--- src/rtl/lfsr_req_scheduler.sv ---
// Round-robin scheduler sharing one external Galois LFSR among NUM_REQ requesters.
// Sequences seed loads, steps the LFSR once per delivered bit and returns the masked result.
module lfsr_req_scheduler #(
    parameter int N       = 32,
    parameter int NUM_REQ = 4
) (
    input  logic                   clk,
    input  logic                   rst_n,
    input  logic [NUM_REQ-1:0]     req,
    input  logic [2*NUM_REQ-1:0]   req_wsel,
    input  logic                   seed_ld,
    input  logic [N-1:0]           seed_i,
    output logic [NUM_REQ-1:0]     gnt,
    output logic                   rnd_valid,
    output logic [N-1:0]           rnd_data,
    output logic                   busy,
    output logic                   lfsr_en,
    output logic                   lfsr_ld,
    output logic                   lfsr_sel0,
    output logic                   lfsr_sel1,
    output logic [N-1:0]           lfsr_seed,
    input  logic [N-1:0]           lfsr_q
);

    localparam int unsigned NR = NUM_REQ;
    localparam int          PW = (NUM_REQ > 1) ? $clog2(NUM_REQ) : 1;

    typedef enum logic [1:0] {
        IDLE,
        LOAD,
        STEP,
        DONE
    } state_t;

    state_t               r_state;
    state_t               w_next;
    logic [PW-1:0]        r_rr_ptr;
    logic [PW-1:0]        r_winner;
    logic [1:0]           r_sel;
    logic [5:0]           r_cnt;
    logic                 r_seed_pending;
    logic [N-1:0]         r_seed;
    logic [N-1:0]         r_data;
    logic [NUM_REQ-1:0]   r_gnt;
    logic                 r_valid;

    logic [PW-1:0]        w_idx;
    logic [PW-1:0]        w_win_idx;
    logic [1:0]           w_win_wsel;
    logic                 w_any;
    logic [N-1:0]         w_mask;
    logic [NUM_REQ-1:0]   w_onehot;

    // First requester at or after the round-robin pointer, wrapping.
    always_comb begin
        w_idx      = '0;
        w_win_idx  = '0;
        w_win_wsel = '0;
        w_any      = 1'b0;
        for (int unsigned i = 0; i < NR; i++) begin
            w_idx = PW'((32'(r_rr_ptr) + i) % NR);
            if (!w_any && req[w_idx]) begin
                w_any      = 1'b1;
                w_win_idx  = w_idx;
                w_win_wsel = req_wsel[{w_idx, 1'b0} +: 2];
            end
        end
    end

    always_comb begin
        w_mask = '0;
        for (int unsigned b = 0; b < N; b++) begin
            w_mask[b] = (b < (32'd32 >> r_sel));
        end
    end

    assign w_onehot = NUM_REQ'(1) << r_winner;

    always_comb begin
        w_next = r_state;
        case (r_state)
            IDLE: begin
                if (r_seed_pending) begin
                    w_next = LOAD;
                end else if (w_any) begin
                    w_next = STEP;
                end
            end
            LOAD:    w_next = IDLE;
            STEP:    if (r_cnt == 6'd1) w_next = DONE;
            DONE:    w_next = IDLE;
            default: w_next = IDLE;
        endcase
    end

    always_ff @(posedge clk or negedge rst_n) begin
        if (!rst_n) begin
            r_state <= IDLE;
        end else begin
            r_state <= w_next;
        end
    end

    always_ff @(posedge clk or negedge rst_n) begin
        if (!rst_n) begin
            r_rr_ptr       <= '0;
            r_winner       <= '0;
            r_sel          <= '0;
            r_cnt          <= '0;
            r_seed_pending <= 1'b0;
            r_seed         <= '0;
            r_data         <= '0;
            r_gnt          <= '0;
            r_valid        <= 1'b0;
        end else begin
            r_gnt   <= '0;
            r_valid <= 1'b0;
            // A seed arriving in the LOAD cycle keeps the request pending for the new value.
            if (seed_ld) begin
                r_seed_pending <= 1'b1;
                r_seed         <= seed_i;
            end else if (r_state == LOAD) begin
                r_seed_pending <= 1'b0;
            end
            case (r_state)
                IDLE: begin
                    if (!r_seed_pending && w_any) begin
                        r_winner <= w_win_idx;
                        r_sel    <= w_win_wsel;
                        r_cnt    <= 6'd32 >> w_win_wsel;
                    end
                end
                STEP: r_cnt <= r_cnt - 6'd1;
                DONE: begin
                    r_data   <= lfsr_q & w_mask;
                    r_valid  <= 1'b1;
                    r_gnt    <= w_onehot;
                    r_rr_ptr <= (r_winner == PW'(NUM_REQ - 1)) ? '0 : r_winner + 1'b1;
                end
                default: ;
            endcase
        end
    end

    assign gnt       = r_gnt;
    assign rnd_valid = r_valid;
    assign rnd_data  = r_data;
    assign busy      = (r_state != IDLE);
    assign lfsr_en   = (r_state == STEP);
    assign lfsr_ld   = (r_state == LOAD);
    assign lfsr_sel0 = r_sel[0];
    assign lfsr_sel1 = r_sel[1];
    assign lfsr_seed = r_seed;

endmodule

--- config.mk ---
export PLATFORM = sky130hd
export DESIGN_NAME = lfsr_req_scheduler
export DESIGN_NICKNAME = d
export VERILOG_FILES = /design/src/rtl/lfsr_req_scheduler.sv
export SDC_FILE = /design/constraint.sdc
export NUM_CORES = 1
export LEC_CHECK = 0
export CORE_UTILIZATION = 57
export DETAILED_ROUTE_END_ITERATION = 16
export DONT_BUFFER_PORTS = 1
export PLACE_DENSITY = 0.75
export SYNTH_ARGS = -nofsm -noshare
export SYNTH_HDL_FRONTEND = slang
export SYNTH_SLANG_ARGS = --single-unit
--- constraint.sdc ---
create_clock -name clk -period 2 [get_ports clk]
set_clock_uncertainty 0.15 [all_clocks]
set_input_delay 0.4 -clock clk [delete_from_list [all_inputs] [get_ports clk]]
set_output_delay 0.4 -clock clk [all_outputs]
set_load 0.005 [all_outputs]
**Word-level counts from Yosys, hierarchy flattened**

Index checks and enable logic that the tools add are counted.

- Logic and storage cells: 114
- Flip-flop bits (word level): 84

- Equal/unequal tests: 8
- Shift operators: 7
- $add $sub $neg: 5
- Bitwise operators: 1
- Reduce and logical (&&, ||, !) cells: 16
- Magnitude comparators: 36
- Multiplexer cells: 31

Operators with widths:

| cell | number |
|---|---|
| $lt 5x32->1 const A | 16 |
| $lt 4x32->1 const A | 8 |
| $lt 3x32->1 const A | 4 |
| $lt 1x32->1 const A | 2 |
| $lt 2x32->1 const A | 2 |
| $and 32x32->32 | 1 |
| $shiftx 8x4->2 | 4 |
| $shr 6x2->32 const A | 1 |
| $mux 2 | 12 |
| $lt 2x3->1 const B | 4 |
| $pmux 6 s2 | 1 |
| $mux 1 | 11 |
| $bmux 1 s2 | 4 |
| $eq 2x2->1 const B | 3 |
| $eq 6x1->1 const B | 1 |
| $mux 6 | 1 |
| $pmux 2 s3 | 1 |
| $reduce_and 2->1 | 3 |
| $reduce_bool 2->1 | 3 |
| $shr 6x2->6 const A | 1 |
| $sub 6x1->6 const B | 1 |
| $add 2x1->2 const B | 2 |
| $add 2x2->2 const B | 2 |
| $logic_and 1x1->1 | 4 |
| other kinds (9) | 12 |

**Longest topological paths before layout**

Gate-level depths: netlist of run 1.

- Depth in word-level cells: 15
- Depth in mapped cells: 7
- Mapped depth without buffers: 7

**Worst setup path before layout of run 1**

No wires, ideal clock.

- Kind: input-to-reg
- From: input port req[2]
- To: register r_cnt[3]
- Path slack: 0.065 ns
- Arrival time: 1.665 ns
- Stages on the path: 6
- Path buffers: 1
- Data required time: 1.730 ns
- Path through: buf_2 or3b_1 a211oi_2 nor2_1 o211a_1 a31o_1

- Longest elaborated chain between the ends: 15
- Elaborated cells between the ends (all ways): 28
- Classes of those cells: 1 x eq/ne; 1 x shift; 18 x mux; 8 x reduce/logical

Ends and longest elaborated chain:

| what | RTL line | source |
|---|---|---|
| start: declaration | 9 | `input logic [NUM_REQ-1:0] req,` |
| $bmux 1 s2 | 62 | `if (!w_any && req[w_idx]) begin` |
| $mux 1 (not written as such) | 62 |  |
| $mux 1 | 62 |  |
| $logic_not 1->1 | 62 |  |
| $logic_and 1x1->1 | 62 |  |
| $mux 1 | 62 |  |
| $logic_not 1->1 | 62 |  |
| $logic_and 1x1->1 | 62 |  |
| $mux 1 | 62 |  |
| $logic_not 1->1 | 62 |  |
| $logic_and 1x1->1 | 62 |  |
| $mux 2 / $mux 1 (equally long branches) | 62 |  |
| $shr 6x2->6 / $logic_and 1x1->1 (equally long branches) | 130, 127 |  |
| $mux 6 / $ne 2x2->1 (equally long branches) | n/a |  |
| $pmux 6 s2 / $reduce_and 2->1 (equally long branches) | n/a |  |
| end signal: assignment | 130 | `r_cnt <= 6'd32 >> w_win_wsel;` |
| end signal: assignment | 133 | `STEP: r_cnt <= r_cnt - 6'd1;` |
| end: declaration | 40 | `logic [5:0] r_cnt;` |

Several ways; a longest one is shown, not always the timed one. The select of a mux whose other input is x is not followed.
A chain may end at the register's enable or synchronous reset.

**Worst setup path after layout of run 1**

- From: register r_rr_ptr[0]
- To: register r_sel[1]

- Longest elaborated chain between the ends: 14
- Elaborated cells between the ends (all ways): 31
- Classes of those cells: 3 x add/sub; 4 x shift; 16 x mux; 8 x reduce/logical

Ends and longest elaborated chain:

| what | RTL line | source |
|---|---|---|
| start: declaration | 37 | `logic [PW-1:0] r_rr_ptr;` |
| start signal: assignment | 138 | `r_rr_ptr <= (r_winner == PW'(NUM_REQ - 1)) ? '0 : r_winner + 1'b1;` |
| parallel branches: the longest is 14 deep, another holds $add 2x1->2 | n/a |  |
| end signal: assignment | 129 | `r_sel <= w_win_wsel;` |
| end: declaration | 39 | `logic [1:0] r_sel;` |

Several ways; the timed one is not identified. The select of a mux whose other input is x is not followed.

==> key figures, run 1 <==
Floorplan
  – Total core area: between 6000 and 7000 um2
  – Die ar.: about 7000 um2
  – DIE HEIGHT: ~84 um
  – Die X: around 84 um
  – IO Pins: 153
  – Initial Util: 0.595
  – Row count: 29

Route
  – Routed vias/inst: just over 6
  – Routed WL per cell: roughly 19 um
  – Routed Antenna Nets: 0
  – Via count: 2,469
  – Drt first-iter violations: between 150 and 200
  – DRC errors left: 0
  – Routed wire length: approximately 7.7 mm
  – Drt pass-1 iters: 4

Synth
  – Sequential area share after synthesis: 0.553
  – Post-synth EDFFs: 0
  – Synth Area in Simple Gates: 0.0915
  – Synth Area in Compound Gates: 0.144
  – Post-Synth XOR/XNOR Area: 0
  – Multiplexer area fraction after synthesis: 0.156
  – Top FF cell, synth: dfrtp_1
  – Syn Nets: between 300 and 400
  – Syn Inst Count: 310
  – Unique masters post-synth: 53
  – Largest family of logic cells by synthesized area: multiplexers
  – Synth async-reset ratio: 1.00
  – FF+latch count, synth: between 80 and 90
  – Synth Cell Area: 3800 um2
  – Adder-cell share of the synthesized area: 0.0197
  – Synth warnings: 0
  – Mean Syn Cell Area: roughly 12 um2

Power
  – Power share of the clock group: 0.197
  – Internal Dissipation: about 3.8 mW
  – Leakage: 1.87 nW
  – Max VDD drop: 747 uV
  – Pwr Total: roughly 5.9 mW
  – Pwr/cell area: 1410 nW/um2
  – Reg power frac: 0.467
  – Sw frac: 0.351
  – Switching pwr: around 2.1 mW
  – Combinational share of power: 0.336

STA
  – Setup TNS: -0.0185 ns
  – Fmax: just under 500 MHz
  – Setup ws final: -0.0155 ns
  – Fin crit share: 1.01
  – RSZ-0062 raised after global routing: yes
  – Hold Vio Cnt, Final: 84
  – Max Transition Viols Final: 0
  – Shortest period the worst path allows: around 2.0 ns
  – Min Hold Slack: -0.407 ns
  – Slew HR: 0.309
  – Worst-Margin Slew: approximately 1.0 ns
  – Final setup vio count: 2

Placement
  – Routability Congestion: 0.838
  – Post-DP HPWL: approximately 5.4 mm
  – PortBufs: 0
  – Area post-placement: 3910 um2
  – Placed Instances: about 380

Setup path
  – Worst Path Buf+Inv: 1
  – R2R Path Start: r_rr_ptr[0]$_DFFE_PN0P_
  – Crit. End Element: flip-flop
  – Arrival @ worst endpoint: 2.09 ns
  – Critical path class: reg -> reg
  – Required @ worst endpoint: approximately 2.1 ns
  – Slowest stage cell on the critical path: mux4_2
  – Family with the most delay on the worst path: multiplexers
  – CP Launch Type: flip-flop
  – Slowest stage delay, CP: ~0.52 ns
  – Setup crit start: r_rr_ptr[0]$_DFFE_PN0P_
  – CP cell instances: buf_6 -> mux4_2 -> a32oi_2 -> nand3_2 -> mux2_4
  – CP Max Fanout: 6

CTS
  – Clock sinks: 84
  – Clk root buf: clkbuf_8
  – CTS tree: yes
  – Max clock buf depth: 2
  – Clk Latency, worst-skew pair: 0.34 ns
  – Clock transition at path regs: about 0.080 ns
  – H-tree depth: 3
  – CTS buffer count: 9

Global route
  – Initial antenna violation count: 0
  – Vias in the first global route: ~2,400
  – Pin count of the biggest net entering global routing: 85
  – First-pass GRT wire length: between 10 and 15 mm
  – GRT overflow: 0
  – Gr usage total: 0.225

Status
  – Status: complete, but fails checks
  – Failing checks: negative hold slack, negative setup slack

Final layout
  – Final Instance Area: between 4000 and 5000 um2
  – Nets: between 400 and 500
  – ANT cells: 0
  – Post-Layout Cell Count: 400
  – Layout overhead on the synthesized area: 9.81%
  – Proportion of layout cells with a drive suffix above 1: 0.266

Run
  – Max_cap viols: 0

Worst hold path
  – Worst hold path type: in -> async
registers in the layout, indices dropped and copies added, names as in the netlist:
name	flops
rnd_valid	1
rnd_data	32
r_winner	2
r_rr_ptr	2
gnt	4
r_state	2
r_sel	2
r_cnt	6
r_seed_pending	1
lfsr_seed	32
per-layer routing:
layer	routed length, um	share of wire	track usage	up-vias
met5	0	0	0	-
met4	119	0.015	0.0847	0
met3	504	0.066	0.0623	13
met2	3830	0.50	0.348	102
met1	3230	0.42	0.304	1212
li1	-	-	-	1142
cells in the final DEF (no fill, tap or decap), drive strengths merged, types with 2 or more instances in the layout:
cell,instances
a32oi,3
mux2,40
nor2,10
or3b,3
nand3b,2
a21oi,7
clkinvlp,3
a22o,22
a31o,2
dfrtp,84
buf,15
nor2b,2
nor3b,2
o31ai,3
o21ai,18
nand4,2
and3,4
a21o,2
mux2i,12
or4,2
clkbuf,11
a211oi,2
inv,14
ha,6
nand2b,11
nor3,3
nand2,18
what timing repair did:
item,in CTS,in global routing
setup buffers,1,1
cloned,0,0
endpoints found under the setup margin,5,5
pin swaps,1,5
gates resized for setup,8,8
endpoints found under the hold margin,84,84
stage by stage:
| stage | worst slack, ns | util |
|---|---|---|
| after floorplan | 0.0649 | - |
| after global placement | -0.0144 | 0.612 |
| after detailed placement | -0.108 | 0.612 |
| after CTS | 0.00608 | 0.647 |
| after global routing | -0.0644 | 0.654 |
| final | -0.0155 | 0.654 |
cell type report:
class	instances	area [um2]
sequential	84	2100
clock inverter	5	61.3
inverter	13	48.8
tap	77	96.3
clock buffer	11	131
timing repair buffer	15	116
multi-input combinational	195	1620
fill	504	2210
final timing paths:
| check | cells past startpoint | end | slack (ns) |
|---|---|---|---|
| hold / removal | 0 | rnd_data[16]$_DFFE_PN0P_ | -0.41 |
| setup reg to reg | 5 | r_sel[1]$_DFFE_PN0P_ | -0.02 |
| hold reg to reg | 2 | rnd_data[12]$_DFFE_PN0P_ | 0.37 |
| setup / recovery | 5 | r_sel[1]$_DFFE_PN0P_ | -0.02 |
| min in group clk | 1 | rnd_data[25]$_DFFE_PN0P_ | 0.04 |
| max in group asynchronous | 0 | gnt[1]$_DFF_PN0_ | 1.98 |
cell usage after synthesis, types with 2 or more instances:
library cell | number | area (um2)
dfrtp_1 | 84 | 2100
mux2_2 | 38 | 428
a22o_1 | 22 | 193
nand2_1 | 18 | 67.6
o21ai_0 | 17 | 85.1
clkbuf_1 | 12 | 45.0
inv_1 | 12 | 45.0
mux2i_1 | 12 | 120
nand2b_1 | 11 | 68.8
nor2_1 | 10 | 37.5
a21oi_1 | 7 | 35.0
ha_1 | 6 | 75.1
and3_1 | 4 | 25.0
buf_2 | 3 | 15.0
o31ai_1 | 3 | 22.5
or3b_1 | 3 | 26.3
a21o_1 | 2 | 15.0
a31o_1 | 2 | 17.5
a32oi_1 | 2 | 17.5
buf_4 | 2 | 15.0
mux2_1 | 2 | 22.5
nand3b_1 | 2 | 15.0
nand4_1 | 2 | 12.5
nor2b_1 | 2 | 12.5
nor3_1 | 2 | 10.0
nor3b_1 | 2 | 15.0
or4_1 | 2 | 15.0
worst register-to-register path: stages, from the launching register on:
cell,delay [ns]
dfrtp_2,0.44
buf_6,0.14
mux4_2,0.52
a32oi_2,0.21
nand3_2,0.15
mux2_4,0.29
kinds of logic after synthesis:
kind of cell / after synthesis
fa+ha+maj: 6
mux: 53
flops: 84
compound gates: 73
simple gates: 63
buf+inv: 31
power by group through the flow:
stage	clock network, mW	registers (mW)	logic [mW]
finish	1.16	2.75	1.99
global route	1.26	2.83	2.18
CTS	1.19	2.75	1.90
detailed placement	0	2.76	1.86
global placement	0	2.77	1.78
floorplan	0	2.61	1.50
Note: power is estimated with default switching activity, not from simulation.
==> run 2, diff against run 1 <==
--- a/config.mk
+++ b/config.mk
@@ -5,10 +5,11 @@
 export SDC_FILE = /design/constraint.sdc
 export NUM_CORES = 1
 export LEC_CHECK = 0
-export CORE_UTILIZATION = 57
+export CORE_UTILIZATION = 59
+export CTS_BUF_LIST = sky130_fd_sc_hd__clkbuf_4
 export DETAILED_ROUTE_END_ITERATION = 16
 export DONT_BUFFER_PORTS = 1
-export PLACE_DENSITY = 0.75
+export PLACE_DENSITY = 0.78
 export SYNTH_ARGS = -nofsm -noshare
 export SYNTH_HDL_FRONTEND = slang
 export SYNTH_SLANG_ARGS = --single-unit
==> run 2 against run 1 <==
Compared with the run above:
- the run still ends with negative hold slack, negative setup slack left
- non-clock buffer count is 71 higher
- combinational power is 9% higher
- clock power is 9% lower
- via count rose by 16%
- largest cell class unchanged
==> key figures, run 2 (synthesis gave the netlist of run 1 again) <==
Placement
  – Worst slack, placed: -0.0617 ns (+0.0463 ns)
  – Post-DP HPWL: 5.54 mm (+2.4%)
  – Area post-placement: 3900 um2 (-0.26%)
  – PortBufs: 0 (unchanged)
  – Routability Congestion: 0.821 (-2.0%)

Floorplan
  – Initial Util: 0.627 (+0.0320)
  – IO Pins: 153 (unchanged)
  – Die ar.: 6770 um2 (-3.3%)
  – Row count: 28 (-3.4%)
  – DIE HEIGHT: 82.3 um (-1.7%)
  – Total core area: 6060 um2 (-5.1%)
  – Die X: 82.3 um (-1.7%)

Worst hold path
  – Worst hold path type: in -> async

Final layout
  – ANT cells: 0 (unchanged)
  – Fin util: 0.803 (+0.149)
  – Multi-input logic area: 1630 um2 (+0.85%)
  – FILL cells: 354 (-30%)
  – Layout overhead on the synthesized area: 28.0%
  – Final Instance Area: 4870 um2 (+17%)
  – Proportion of layout cells with a drive suffix above 1: 0.223 (-0.0429)
  – Nets: 474 (+18%)
  – Commonest cells after routing, fill and taps aside: 82 x dfrtp_1, 71 x dlygate4sd3_1, 37 x mux2_2
  – Commonest non-fill, non-tap cell in the layout: dfrtp_1
  – FF/Latch Area: 2100 um2 (unchanged)

Route
  – Routed vias/inst: 6.13 (-0.76%)
  – Via count: 2,873 (+16%)
  – Routed Antenna Nets: 0 (unchanged)
  – Routed WL per cell: 21.1 um (+10%)
  – DRC errors left: 0 (unchanged)
  – Drt pass-1 iters: 4 (unchanged)
  – Routed wire length: 9.91 mm (+29%)
  – Drt first-iter violations: 126 (-35%)

CTS
  – CTS buffer count: 9 (unchanged)
  – CTS tree: yes
  – H-tree depth: 3 (unchanged)
  – Post-CTS Hold Fix Bufs: 72
  – Clock transition at path regs: 0.16 ns (+0.08 ns)
  – Max clock buf depth: 2 (unchanged)
  – Clk Latency, worst-skew pair: 0.43 ns (+0.09 ns)
  – Clk root buf: clkbuf_4
  – Clock sinks: 84 (unchanged)

Setup path
  – Required @ worst endpoint: 2.17 ns (+0.09 ns)
  – Crit-path most repeated cell: mux2_4
  – CP cell instances: mux2_4 -> mux2_2 -> a32oi_2 -> nand3_2 -> mux2_4
  – Setup crit start: r_rr_ptr[0]$_DFFE_PN0P_
  – R2R Path Start: r_rr_ptr[0]$_DFFE_PN0P_
  – Crit. End Element: flip-flop
  – R2R setup slack: -0.03 ns (-0.02 ns)
  – CP Launch Type: flip-flop
  – R2R Path End: r_sel[1]$_DFFE_PN0P_
  – Slowest stage cell on the critical path: dfrtp_2
  – Arrival @ worst endpoint: 2.20 ns (+0.11 ns)
  – CP Max Fanout: 8 (+2)
  – Slowest stage delay, CP: 0.52 ns (about the same)
  – Critical path class: reg -> reg
  – Reg2Reg Depth: 5 (unchanged)

Global route
  – GRT overflow: 0 (unchanged)
  – Pin count of the biggest net entering global routing: 85 (unchanged)
  – Initial antenna violation count: 0 (unchanged)
  – Vias in the first global route: 2,884 (+18%)
  – First-pass GRT wire length: 14.8 mm (+22%)
  – Gr usage total: 0.307 (+0.0820)

STA
  – RSZ-0062 raised after global routing: yes
  – Min Hold Slack: -0.523 ns (-0.117 ns)
  – Worst-Margin Slew: 1.17 ns (+0.143 ns)
  – Slew HR: 0.218 (-0.0914)
  – Setup ws final: -0.0344 ns (-0.0189 ns)
  – Shortest period the worst path allows: 2.03 ns (+0.0189 ns)
  – Fmax: 492 MHz (-0.93%)
  – Max Transition Viols Final: 0 (unchanged)
  – Final setup vio count: 2 (unchanged)
  – Hold Vio Cnt, Final: 84 (unchanged)
  – Fin crit share: 1.02 (+0.00945)

Run
  – Max_cap viols: 0 (unchanged)

Power
  – Pwr/cell area: 1240 nW/um2 (-12%)
  – Leakage: 2.18 nW (+16%)
  – Max VDD drop: 898 uV (+20%)

Status
  – Status: complete, but fails checks
  – Failing checks: negative hold slack, negative setup slack
## run 2: cell count changes in the layout (fill, tap and decap cells not counted), moves of 3 or more
| cell | previous run | this run |
|---|---|---|
| clkinvlp_4 | 3 | 0 |
| dlygate4sd3_1 | 0 | 71 |
| clkbuf_4 | 0 | 9 |
| inv_6 | 1 | 5 |
| clkbuf_8 | 9 | 0 |
## run 2: metal layers
layer,share of wire,track usage,wire length [um]
met5,0,0,0
met4,0.031,0.123,303
met3,0.074,0.0956,731
met2,0.52,0.511,5140
met1,0.38,0.371,3740
## run 2: final cells by class
cell class | instances | area share
flip-flops and latches | 84 | 0.433
well taps | 75 | 0.0193
inverters | 13 | 0.0100
clock buffers | 9 | 0.0139
repair buffers | 86 | 0.172
multi-input cells | 195 | 0.335
clock inverters | 7 | 0.0175
## run 2: worst max-delay path: cells and delay by family, from the launching register on
family | cells | cell delay (ns)
mux | 3 | 0.88
flops | 1 | 0.52
compound gates | 1 | 0.22
simple gates | 1 | 0.15
## run 2: report_power, final
part | leakage [nW] | internal, mW | total, mW | switching [mW]
registers | 1.03 | 2.24 | 2.80 | 0.562
clock network | 0.0842 | 0.413 | 1.06 | 0.649
logic | 1.06 | 1.13 | 2.17 | 1.05
## run 2: worst max-delay path by stage
stage                                 endpoint  slack [ns]
after floorplan           r_cnt[3]$_DFFE_PN0P_        0.06
after detailed placement  r_sel[1]$_DFFE_PN0P_       -0.06
after global routing      r_cnt[3]$_DFFE_PN0P_       -0.09
final                     r_sel[1]$_DFFE_PN0P_       -0.03
after global placement    r_sel[1]$_DFFE_PN0P_       0.007
after CTS                 r_sel[1]$_DFFE_PN0P_      -0.001
## run 2: through the flow
| stage | cells | power (mW) | TNS [ns] |
|---|---|---|---|
| 6_report | 469 | 6.03 | -0.0582 |
| 2_1_floorplan | 310 | 4.11 | 0 |
| 4_1_cts | 468 | 5.85 | -0.00110 |
| 3_3_place_gp | 379 | 4.56 | 0 |
| 5_1_grt | 469 | 6.41 | -0.375 |
| 3_5_place_dp | 379 | 4.64 | -0.0984 |
## run 2: repair_timing
item / in CTS / in global routing
gates cloned: 0 / 0
pin swaps: 2 / 3
endpoints found under the hold margin: 149 / 84
endpoints found under the setup margin: 5 / 31
resized for setup: 7 / 12
setup buffers: 1 / 1
==> run 3, diff against run 2 <==
--- a/config.mk
+++ b/config.mk
@@ -9,6 +9,7 @@
 export CTS_BUF_LIST = sky130_fd_sc_hd__clkbuf_4
 export DETAILED_ROUTE_END_ITERATION = 16
 export DONT_BUFFER_PORTS = 1
+export GPL_TIMING_DRIVEN = 1
 export PLACE_DENSITY = 0.78
 export SYNTH_ARGS = -nofsm -noshare
 export SYNTH_HDL_FRONTEND = slang
==> results of run 3 <==
Final layout, timing and power as in run 2 (identical DEF).
